<file path="config.mk">
export PLATFORM = sky130hd
export DESIGN_NAME = seq_divider
export DESIGN_NICKNAME = d
export VERILOG_FILES = /design/src/rtl/seq_divider.sv
export SDC_FILE = /design/constraint.sdc
export NUM_CORES = 1
export LEC_CHECK = 0
export CAP_MARGIN = 10
export CORE_ASPECT_RATIO = 1.25
export CORE_MARGIN = 1.5
export CORE_UTILIZATION = 40
export CTS_CLUSTER_SIZE = 10
export DETAILED_ROUTE_END_ITERATION = 10
export PLACE_DENSITY = 0.62
export SLEW_MARGIN = 20
export SYNTH_ARGS = -nofsm -noshare
export SYNTH_HDL_FRONTEND = slang
export SYNTH_SLANG_ARGS = --single-unit
</file>
<file path="constraint.sdc">
create_clock -name clk -period 3.5 [get_ports clk]
set_clock_uncertainty 0.2 [all_clocks]
set_input_delay 0.7 -clock clk [delete_from_list [all_inputs] [get_ports clk]]
set_output_delay 0.7 -clock clk [all_outputs]
set_load 0.05 [all_outputs]
</file>
<file path="src/rtl/seq_divider.sv">
// Multi-cycle unsigned restoring divider for the execute stage.
// It produces one quotient bit per clock and raises a one-cycle done pulse.
module seq_divider #(
  parameter int WIDTH = 64,
  parameter int delay = 50
) (
  input  logic             clk,
  input  logic             reset_n,
  input  logic             start,
  input  logic [WIDTH-1:0] dividend,
  input  logic [WIDTH-1:0] divisor,
  output logic             busy,
  output logic             done,
  output logic [WIDTH-1:0] quotient,
  output logic [WIDTH-1:0] remainder,
  output logic             div_by_zero
);

  if (WIDTH < 2) begin : g_bad_width
    $error("seq_divider: WIDTH must be >= 2");
  end
  if (delay < 0) begin : g_bad_delay
    $error("seq_divider: delay must be non-negative");
  end

  typedef enum logic [1:0] {
    IDLE,
    RUN,
    FIN
  } state_t;

  localparam int CW = $clog2(WIDTH + 1);
  localparam logic [CW-1:0] COUNT_LOAD = CW'(WIDTH);

  state_t           state, state_next;
  logic [CW-1:0]    count;
  logic [WIDTH-1:0] work;     // dividend bits shift out the top, quotient bits shift in the bottom
  logic [WIDTH-1:0] dvs;
  logic [WIDTH-1:0] rem;
  logic [WIDTH:0]   trial;
  logic             borrow;
  logic [WIDTH-1:0] rem_next;
  logic [WIDTH-1:0] work_next;
  logic             accept;
  logic             zero_div;
  logic             last_step;

  assign accept    = start && (state != RUN);
  assign zero_div  = (dvs == '0);
  assign last_step = (count == CW'(1));

  // The partial remainder stays below the divisor, so the top bit of the
  // wrapped WIDTH+1-bit difference is exactly the borrow-out.
  assign trial     = {rem, work[WIDTH-1]} - {1'b0, dvs};
  assign borrow    = trial[WIDTH];
  assign rem_next  = borrow ? {rem[WIDTH-2:0], work[WIDTH-1]} : trial[WIDTH-1:0];
  assign work_next = {work[WIDTH-2:0], ~borrow};

  assign busy = (state == RUN);
  assign done = (state == FIN);

  // NOTE: sequential state uses non-blocking assignments so every flop
  // samples the pre-edge values, independent of statement order.
  always_ff @(posedge clk or negedge reset_n) begin
    if (!reset_n) begin
      state <= IDLE;
    end else begin
      state <= state_next;
    end
  end

  // NOTE: next-state defaults to the current state first so that no path
  // through the case leaves it unassigned and infers a latch.
  always_comb begin
    state_next = state;
    case (state)
      IDLE:    if (start) state_next = RUN;
      RUN:     if (zero_div || last_step) state_next = FIN;
      FIN:     state_next = start ? RUN : IDLE;
      default: state_next = IDLE;
    endcase
  end

  always_ff @(posedge clk or negedge reset_n) begin
    if (!reset_n) begin
      count       <= '0;
      work        <= '0;
      dvs         <= '0;
      rem         <= '0;
      quotient    <= '0;
      remainder   <= '0;
      div_by_zero <= 1'b0;
    end else if (accept) begin
      count       <= COUNT_LOAD;
      work        <= dividend;
      dvs         <= divisor;
      rem         <= '0;
      quotient    <= '0;
      remainder   <= '0;
      div_by_zero <= 1'b0;
    end else if (state == RUN) begin
      if (zero_div) begin
        count       <= '0;
        quotient    <= '0;
        remainder   <= work;
        div_by_zero <= 1'b1;
      end else begin
        count <= count - CW'(1);
        work  <= work_next;
        rem   <= rem_next;
        if (last_step) begin
          quotient  <= work_next;
          remainder <= rem_next;
        end
      end
    end
  end

endmodule

</file>
Word-level counts from Yosys, hierarchy flattened:

Index checks and enable logic that the tools add are counted.
W data, S select, Z words.

* logic and storage cells: 54
* output and inout bits: 131
* input port bits: 131
* flip-flop bits (word level): 330

* $add $sub $neg: 2
* bitwise operators: 1
* multiplexer cells: 25
* equal/unequal tests: 7
* reductions and logical operators: 11

Operator list (count)
* $mux W64: 15
* $sub A65 B64 Y65: 1
* $logic_not A64 Y1: 1
* $mux W7: 3
* $reduce_and A2 Y1: 4
* $eq A7 B1 Y1 const B: 1
* $sub A7 B1 Y7 const B: 1
* $pmux W2 S3: 1
* $mux W1: 4
* $mux W2: 2
* $ne A2 B1 Y1 const B: 2
* $ne A2 B2 Y1 const B: 2
* $reduce_bool A2 Y1: 2
* $reduce_bool A3 Y1: 1
* $eq A2 B1 Y1 const B: 1
* $eq A2 B2 Y1 const B: 1
* $logic_not A2 Y1: 1
* $logic_and A1 B1 Y1: 1
* $logic_or A1 B1 Y1: 1
* $not A1 Y1: 1

Longest topological paths before layout:

Gate-level depths: netlist (run 1).

* depth in word-level cells: 6
* gate-level depth with buffers: 15
* gate-level depth less buffers: 13

Least setup slack after synthesis (run 1):

OpenSTA, ideal clock, no wires.

* path type: register to register
* from: reg work[63]
* to: reg remainder[28]
* setup time: 118 ps
* data arrival time: 2950 ps
* slack: 232 ps
* stages on the path, launching flop included: 14
* required time: 3182 ps
* clock period less this slack: 3268 ps
* buffers on the path: 0
* path through: dfrtp_1 inv_1 ha_1 fa_1 nand2b_1 a21oi_1 o31a_1 o21ai_0 o41ai_1 a21boi_0 xnor2_1 mux2i_1 a21oi_1 a21o_1

* word-level cells in the longest chain between the ends: 6

Ends and longest elaborated chain
* start, declared: line 37 `logic [WIDTH-1:0] work;`
* start signal, assigned: line 95 `work <= dividend;`
* start signal, assigned: line 109 `work <= work_next;`
* $sub A65 B64 Y65: line 54 `assign trial = {rem, work[WIDTH-1]} - {1'b0, dvs};`
* $mux W64: line 56 `assign rem_next = borrow ? {rem[WIDTH-2:0], work[WIDTH-1]} : trial[WIDTH-1:0];`
* $mux W64: line 111 `if (last_step) begin`
* $mux W64: line 102 `if (zero_div) begin`
* $mux W64: line 101 `end else if (state == RUN) begin`
* $mux W64: line 93 `end else if (accept) begin`
* end signal, assigned: line 105 `remainder <= work;`
* end signal, assigned: line 113 `remainder <= rem_next;`
* end, declared: line 15 `output logic [WIDTH-1:0] remainder,`

No other way between the ends. The select of a mux whose other input is x is not followed.
A chain may end at the register's enable or synchronous reset.

Worst setup path after layout (run 1):

* from: reg dvs[1]
* to: reg remainder[39]

* word-level cells in the longest chain between the ends: 6
* elaborated cells on any way between the ends: 9
* those cells by class: add/sub (1); mux (5); reduce/logical (3)

Ends and longest elaborated chain
* start, declared: line 38 `logic [WIDTH-1:0] dvs;`
* start signal, assigned: line 96 `dvs <= divisor;`
* $sub A65 B64 Y65: line 54
* $mux W64: line 56
* $mux W64: line 111
* $mux W64: line 102
* $mux W64: line 101
* $mux W64: line 93

Several ways; a longest one is shown, not always the timed one. The select of a mux whose other input is x is not followed.

==> flow_metrics.env, run 1 <==
export IMPL_synth_top_family_by_area="compound AO/OA/AOI/OAI gates"
export IMPL_die_h_um=239.8
export IMPL_vias_per_cell=5.561
export IMPL_syn_nets=2167
export IMPL_grt_ovfl_total=0
export IMPL_clk_pin_slew_worst_paths_ns=0.06
export IMPL_critPathMostFrequentCell="o31a_1"
export IMPL_worstPathCellList="inv_2, ha_4, nor2b_4, o31a_1, buf_4, o31a_1, o2111ai_2, a2111oi_4, o21ai_2, a21oi_2, or3_4, a311oi_4, o31ai_2"
export IMPL_cts_sinks=330
export IMPL_htreeDepth=2
export IMPL_synth_distinct_cells=78
export IMPL_die_area_um2=46150
export IMPL_grt_pass1_vias=17493
export IMPL_synth_enable_flop_cells=0
export IMPL_syn_avg_cell_area_um2=9.114
export IMPL_start_util_pct=40.58
export IMPL_arrival_ns=3.73
export IMPL_maxCapViolCount=0
export IMPL_synth_fa_ha_area_share_pct=4.713
export IMPL_routed_wl_mm=66.13
export IMPL_rsz0062_at_grt="true"
export IMPL_ys_ff_latch=330
export IMPL_drc=0
export IMPL_syn_cell_area_um2=17940
export IMPL_die_w_um=192.4
export IMPL_powerDensity_nw_per_um2=788.4
export IMPL_vias=17321
export IMPL_crit_family="compound AO/OA/AOI/OAI gates"
export IMPL_worst_slew_pin_slew_ns=0.6707
export IMPL_drt_pass1_iter_count=7
export IMPL_status="finished with violations"
export IMPL_multi_input_area_um2=9784
export IMPL_grt_use_total_pct=28.30
export IMPL_yosys_most_used_dff="dfrtp_1"
export IMPL_root_buffer="clkbuf_16"
export IMPL_synth_mux_area_share_pct=2.482
export IMPL_ir_drop_v=0.0004407
export IMPL_violations="setup timing"
export IMPL_final_core_util_pct=59.15
export IMPL_drt_iter0_drc=1117
export IMPL_final_net_count=2727
export IMPL_crit_path_end_kind="flip-flop"
export IMPL_hp_class="flip-flop to flip-flop"
export IMPL_wire_per_inst_um=21.23
export IMPL_finalCritPeriodShare_pct=100.2
export IMPL_cts_buffer_depth=3
export IMPL_cts_buffers=40
export IMPL_num_io_pins=262
export IMPL_cpPeakStageDelay_ns=0.44
export IMPL_drive_gt1_share_pct=24.35
export IMPL_portBuffers=261
export IMPL_hold_ws_ns=0.2771
export IMPL_num_rows=86
export IMPL_tns_ns=-0.007235
export IMPL_syn_inst=1969
export IMPL_fin_ws_ns=-0.007235
export IMPL_dp_cells=3037
export IMPL_synth_yosys_seq_area_share_pct=46.02
export IMPL_finalMaxSlewViolations=0
export IMPL_worstSetupPathType="flip-flop to flip-flop"
export IMPL_grt_max_degree=99
export IMPL_finalNonFillerCells=3115
export IMPL_synth_warning_count=0
export IMPL_finalCriticalPeriod_ns=3.507
export IMPL_cp_max_fo=3
export IMPL_max_freq_mhz=285.1
export IMPL_cp_required_ns=3.73
export IMPL_area_growth_pct=45.77
export IMPL_synthSimpleGateAreaFrac_pct=14.30
export IMPL_seqCellArea_um2=8258
export IMPL_r2r_setup_slack_ns=-0.007
export IMPL_synth_compound_area_share_pct=25.00
export IMPL_antenna_found_initial=2
export IMPL_setup_violations=1
export IMPL_gp_congestion=0.9664
export IMPL_p_leak_nw=11.73
export IMPL_synth_xor_area_share_pct=2.440
export IMPL_postRouteAntennaNets=0
export IMPL_start_kind="flip-flop"
export IMPL_nFillCells=3813
export IMPL_hpwl_mm=49.76
export IMPL_grt_pass1_wl_mm=100.4
export IMPL_slew_headroom_pct=54.13
export IMPL_critPathBufInv=2
export IMPL_core_area_um2=44220
export IMPL_cts_tree="yes"
export IMPL_hold_viol=0
export IMPL_crit_slowest_cell="a311oi_4"
export IMPL_async_flop_share_pct=100.0
export IMPL_clk_latency_ns=0.55
per-stage QoR:
stage / setup WS [ns] / power [W] / instance area (µm²)
after global routing: -0.1328 / 0.02176 / 26160
final: -0.007235 / 0.02062 / 26160
after floorplan: 0.2323 / 0.01020 / 17940
after CTS: -0.06263 / 0.01952 / 25320
after global placement: -0.3155 / 0.01505 / 23820
after detailed placement: -0.3554 / 0.01517 / 23820
cells by family (layout without fill, tap and decap cells):
group	count (synthesis)	in the layout
and+or+nand+nor	569	569
adders and majority gates	67	67
muxes	44	44
xor gates and xnor gates	50	50
DFF	330	330
other	0	1
AOI/OAI and AO/OA	685	685
buffers and inverters	224	797
registers in the layout, indices dropped and copies added, names as in the netlist:
name         count
count            7
div_by_zero      1
dvs             64
quotient        64
rem             64
remainder       64
state            2
work            64
final timing paths:
check	cells after the start	from	end
max	13	dvs[1]$_DFFE_PN0P_	remainder[39]$_DFFE_PN0P_
min reg2reg	1	remainder[7]$_DFFE_PN0P_	remainder[7]$_DFFE_PN0P_
max reg2reg	13	dvs[1]$_DFFE_PN0P_	remainder[39]$_DFFE_PN0P_
min	1	remainder[7]$_DFFE_PN0P_	remainder[7]$_DFFE_PN0P_
min in group asynchronous	2	reset_n	quotient[17]$_DFFE_PN0P_
max in group asynchronous	3	reset_n	count[5]$_DFFE_PN0P_
power breakdown:
part	switching [W]	internal, W	total (W)
registers	0.000815	0.00458	0.00539
logic	0.00584	0.00552	0.0114
clock network	0.00162	0.00225	0.00388
total	0.00827	0.0124	0.0206
routing by layer:
metal | vias to the layer above | global-route usage [%] | routed length, µm
li1 | 8212 | - | -
met1 | 8502 | 38.59 | 28930
met2 | 506 | 45.56 | 31360
met3 | 101 | 4.864 | 3859
met4 | 0 | 9.020 | 1986
met5 | - | 0 | 0
area by class of cell:
type	instances	share of cell area (%)
clock inverters	4	0.3109
inverters	93	1.334
clock buffers	51	4.180
flip-flops and latches	330	31.57
well taps	572	2.736
multi-input cells	1415	37.40
repair buffers	649	22.46
diodes	1	0.009566
timing repair:
item                                    in CTS  in global routing
gates cloned                                 0                  2
hold buffers                                 1                  0
gates resized for setup                     57                141
buffers inserted                             4                 16
endpoints found under the setup margin      69                107
pin swaps                                   22                 55
hold endpoints to repair                    69                  0
synth_stat cells (all sizes together), types with 8 or more instances:
library cell,count,area (µm²)
a21boi,8,60.06
nand2,292,1099
dfrtp,330,8258
a211oi,11,82.58
nand3,81,405.4
ha,66,825.8
o21ai,237,1186
or3,8,50.05
a21o,49,367.9
nand4,28,175.2
xor2,17,148.9
o21bai,13,97.59
a22oi,85,638.1
a21oi,121,620.6
o211ai,10,75.07
a31oi,13,111.4
inv,92,345.3
mux2i,43,430.4
buf,25,156.4
nor2,76,285.3
nor4,19,118.9
a22o,67,586.8
xnor2,33,289.0
o21a,15,112.6
nor3,21,115.1
and2,14,87.58
clkbuf,106,399.1
layout by cell type (no fill, tap or decap), types with 9 or more instances in the layout:
cell	instances
a21o_1	49
a21oi_1	93
a21oi_2	24
a22o_1	67
a22oi_1	84
a31oi_1	9
and2_1	13
buf_12	23
buf_4	358
clkbuf_16	43
clkdlybuf4s50_1	260
dfrtp_1	330
ha_1	40
ha_4	20
inv_1	84
mux2i_1	32
nand2_1	282
nand3_1	78
nand4_1	28
nor2_1	69
nor3_1	13
nor4_1	17
o211ai_1	10
o21a_1	15
o21ai_0	210
o21ai_1	12
o21ai_2	13
o21bai_1	11
xnor2_1	31
xor2_1	14
No activity file was read; power rests on OpenSTA's default activity.
==> inputs of run 2 (changes only) <==
--- a/config.mk
+++ b/config.mk
@@ -5,14 +5,14 @@
 export SDC_FILE = /design/constraint.sdc
 export NUM_CORES = 1
 export LEC_CHECK = 0
+export ABC_CLOCK_PERIOD_IN_PS = 4400
 export CAP_MARGIN = 10
 export CORE_ASPECT_RATIO = 1.25
 export CORE_MARGIN = 1.5
 export CORE_UTILIZATION = 40
 export CTS_CLUSTER_SIZE = 10
 export DETAILED_ROUTE_END_ITERATION = 10
-export PLACE_DENSITY = 0.62
-export SLEW_MARGIN = 20
+export PLACE_DENSITY = 0.6
 export SYNTH_ARGS = -nofsm -noshare
 export SYNTH_HDL_FRONTEND = slang
 export SYNTH_SLANG_ARGS = --single-unit
==> constraint.sdc (replaced) <==
create_clock -name clk -period 4.4 [get_ports clk]
set_clock_uncertainty 0.2 [all_clocks]
set_input_delay 0.88 -clock clk [delete_from_list [all_inputs] [get_ports clk]]
set_output_delay 0.88 -clock clk [all_outputs]
set_load 0.05 [all_outputs]
==> flow_metrics.env, run 2 (synthesis gave the netlist of run 1 again) <==
export IMPL_status="finished clean"
export IMPL_cts_buffer_depth=3
export IMPL_clk_pin_slew_worst_paths_ns=0.06
export IMPL_fin_area_um2=22470
export IMPL_start_kind="flip-flop"
export IMPL_vias_per_cell=5.741
export IMPL_fin_ws_ns=0.2648
export IMPL_start_util_pct=40.58
export IMPL_p_leak_nw=9.959
export IMPL_slew_headroom_pct=35.36
export IMPL_hp_class="primary input to asynchronous set/reset pin"
export IMPL_drive_gt1_share_pct=6.434
export IMPL_nFillCells=4135
export IMPL_critPathMostFrequentCell="a21oi_1"
export IMPL_worstSetupPathType="flip-flop to flip-flop"
export IMPL_portBuffers=261
export IMPL_maxCapViolCount=0
export IMPL_grt_pass1_vias=15983
export IMPL_crit_family="compound AO/OA/AOI/OAI gates"
export IMPL_wire_per_inst_um=22.37
export IMPL_drt_iter0_drc=1281
export IMPL_worstPathCellList="inv_1, ha_1, fa_1, nand2b_1, a21oi_1, nor3_1, o21ai_1, a32o_1, or3_1, and2_4, buf_12, mux2i_1, a21oi_1, a21o_1"
export IMPL_finalMaxSlewViolations=0
export IMPL_drc=0
export IMPL_place_area_um2=21310
export IMPL_final_core_util_pct=50.81
export IMPL_layout_common_cells="dfrtp_1 (330), nand2_1 (289), clkdlybuf4s50_1 (260), o21ai_0 (228), a21oi_1 (117)"
export IMPL_num_rows=86
export IMPL_drt_pass1_iter_count=5
export IMPL_area_growth_pct=25.23
export IMPL_grt_max_degree=100
export IMPL_die_h_um=239.8
export IMPL_cts_sinks=330
export IMPL_final_common_cell="dfrtp_1"
export IMPL_postRouteAntennaNets=0
export IMPL_grt_ovfl_total=0
export IMPL_finalCriticalPeriod_ns=4.135
export IMPL_num_io_pins=262
export IMPL_cp_max_fo=22
export IMPL_crit_slowest_cell="mux2i_1"
export IMPL_worst_slew_pin_slew_ns=0.9697
export IMPL_arrival_ns=4.36
export IMPL_cpPeakStageDelay_ns=0.46
export IMPL_cts_tree="yes"
export IMPL_powerDensity_nw_per_um2=594.1
export IMPL_clk_latency_ns=0.56
export IMPL_hpwl_mm=46.52
export IMPL_holdBufCountCts=0
export IMPL_max_freq_mhz=241.8
export IMPL_r2r_setup_slack_ns=0.26
export IMPL_die_area_um2=46150
export IMPL_cp_required_ns=4.63
export IMPL_critPathBufInv=2
export IMPL_total_power_w=0.01335
export IMPL_final_net_count=2394
export IMPL_antenna_found_initial=3
export IMPL_vias=15960
export IMPL_seqCellArea_um2=8258
export IMPL_core_area_um2=44220
export IMPL_cts_buffers=40
export IMPL_grt_pass1_wl_mm=95.30
export IMPL_htreeDepth=2
export IMPL_hold_viol=0
export IMPL_ir_drop_v=0.0003274
export IMPL_crit_path_end_kind="flip-flop"
export IMPL_multi_input_area_um2=8869
export IMPL_root_buffer="clkbuf_16"
export IMPL_finalCritPeriodShare_pct=93.98
export IMPL_die_w_um=192.4
export IMPL_place_ws_ns=-0.03531
export IMPL_gp_congestion=0.9674
export IMPL_routed_wl_mm=62.19
export IMPL_grt_use_total_pct=27.03
export IMPL_setup_violations=0
export IMPL_rsz0062_at_grt="false"
## run 2: changes by cell type in the layout (fill, tap and decap cells not counted), moves of 14 or more
cell	delta
a21oi_1	+24
ha_1	+26
ha_4	-20
buf_12	-14
o21ai_0	+18
a21oi_2	-20
buf_4	-312
## run 2: final cells by class
cell class                 count  share of cell area (%)
antenna                        1                 0.01114
clock buffer                  49                   4.783
clock inverter                 4                  0.2673
inverter                      93                   1.553
multi-input combinational   1415                   39.47
sequential                   330                   36.75
tap                          572                   3.185
timing repair buffer         316                   13.99
## run 2: repair_timing
| item | CTS | global route |
|---|---|---|
| buffers inserted | 0 | 0 |
| pin swaps | 0 | 0 |
| gates resized for setup | 1 | 5 |
| setup endpoints to repair | 3 | 5 |
## run 2: metal layers
metal  wire (µm)  GRT usage, %  share of wire (%)
met1       27940         38.23                 45
met2       28430         42.04                 46
met3        3982         4.645                6.4
met4        1817         8.363                2.9
met5          13             0              0.021
## run 2: through the flow
stage | cells | hold slack, ns | setup TNS [ns]
floorplan | 1969 | 0.2585 | 0
global placement | 2726 | 0.2605 | 0
detailed placement | 2726 | 0.2689 | -0.04806
CTS | 2779 | 0.2162 | 0
global route | 2780 | 0.2454 | 0
finish | 2780 | 0.1936 | 0
## run 2: final timing paths
| check | startpoint | to | depth (start not counted) |
|---|---|---|---|
| max | work[63]$_DFFE_PN0P_ | remainder[30]$_DFFE_PN0P_ | 14 |
| min in group clk | remainder[36]$_DFFE_PN0P_ | remainder[36]$_DFFE_PN0P_ | 1 |
| min | reset_n | quotient[18]$_DFFE_PN0P_ | 1 |
| max reg2reg | work[63]$_DFFE_PN0P_ | remainder[30]$_DFFE_PN0P_ | 14 |
| min reg2reg | remainder[36]$_DFFE_PN0P_ | remainder[36]$_DFFE_PN0P_ | 1 |
| max in group asynchronous | reset_n | rem[36]$_DFFE_PN0P_ | 2 |
## run 2: power by group
part	switching, W	total [W]	internal (W)
clock network	0.00125	0.00301	0.00176
logic	0.00372	0.00601	0.00230
registers	0.000683	0.00433	0.00364
## run 2: worst register-to-register path: cells and delay by family (launching register included)
family,cells,cell delay (ns)
adders and majority gates,2,0.63
AOI/OAI and AO/OA,5,1.23
and+or+nand+nor,4,0.82
buffers and inverters,2,0.30
DFF,1,0.38
muxes,1,0.47
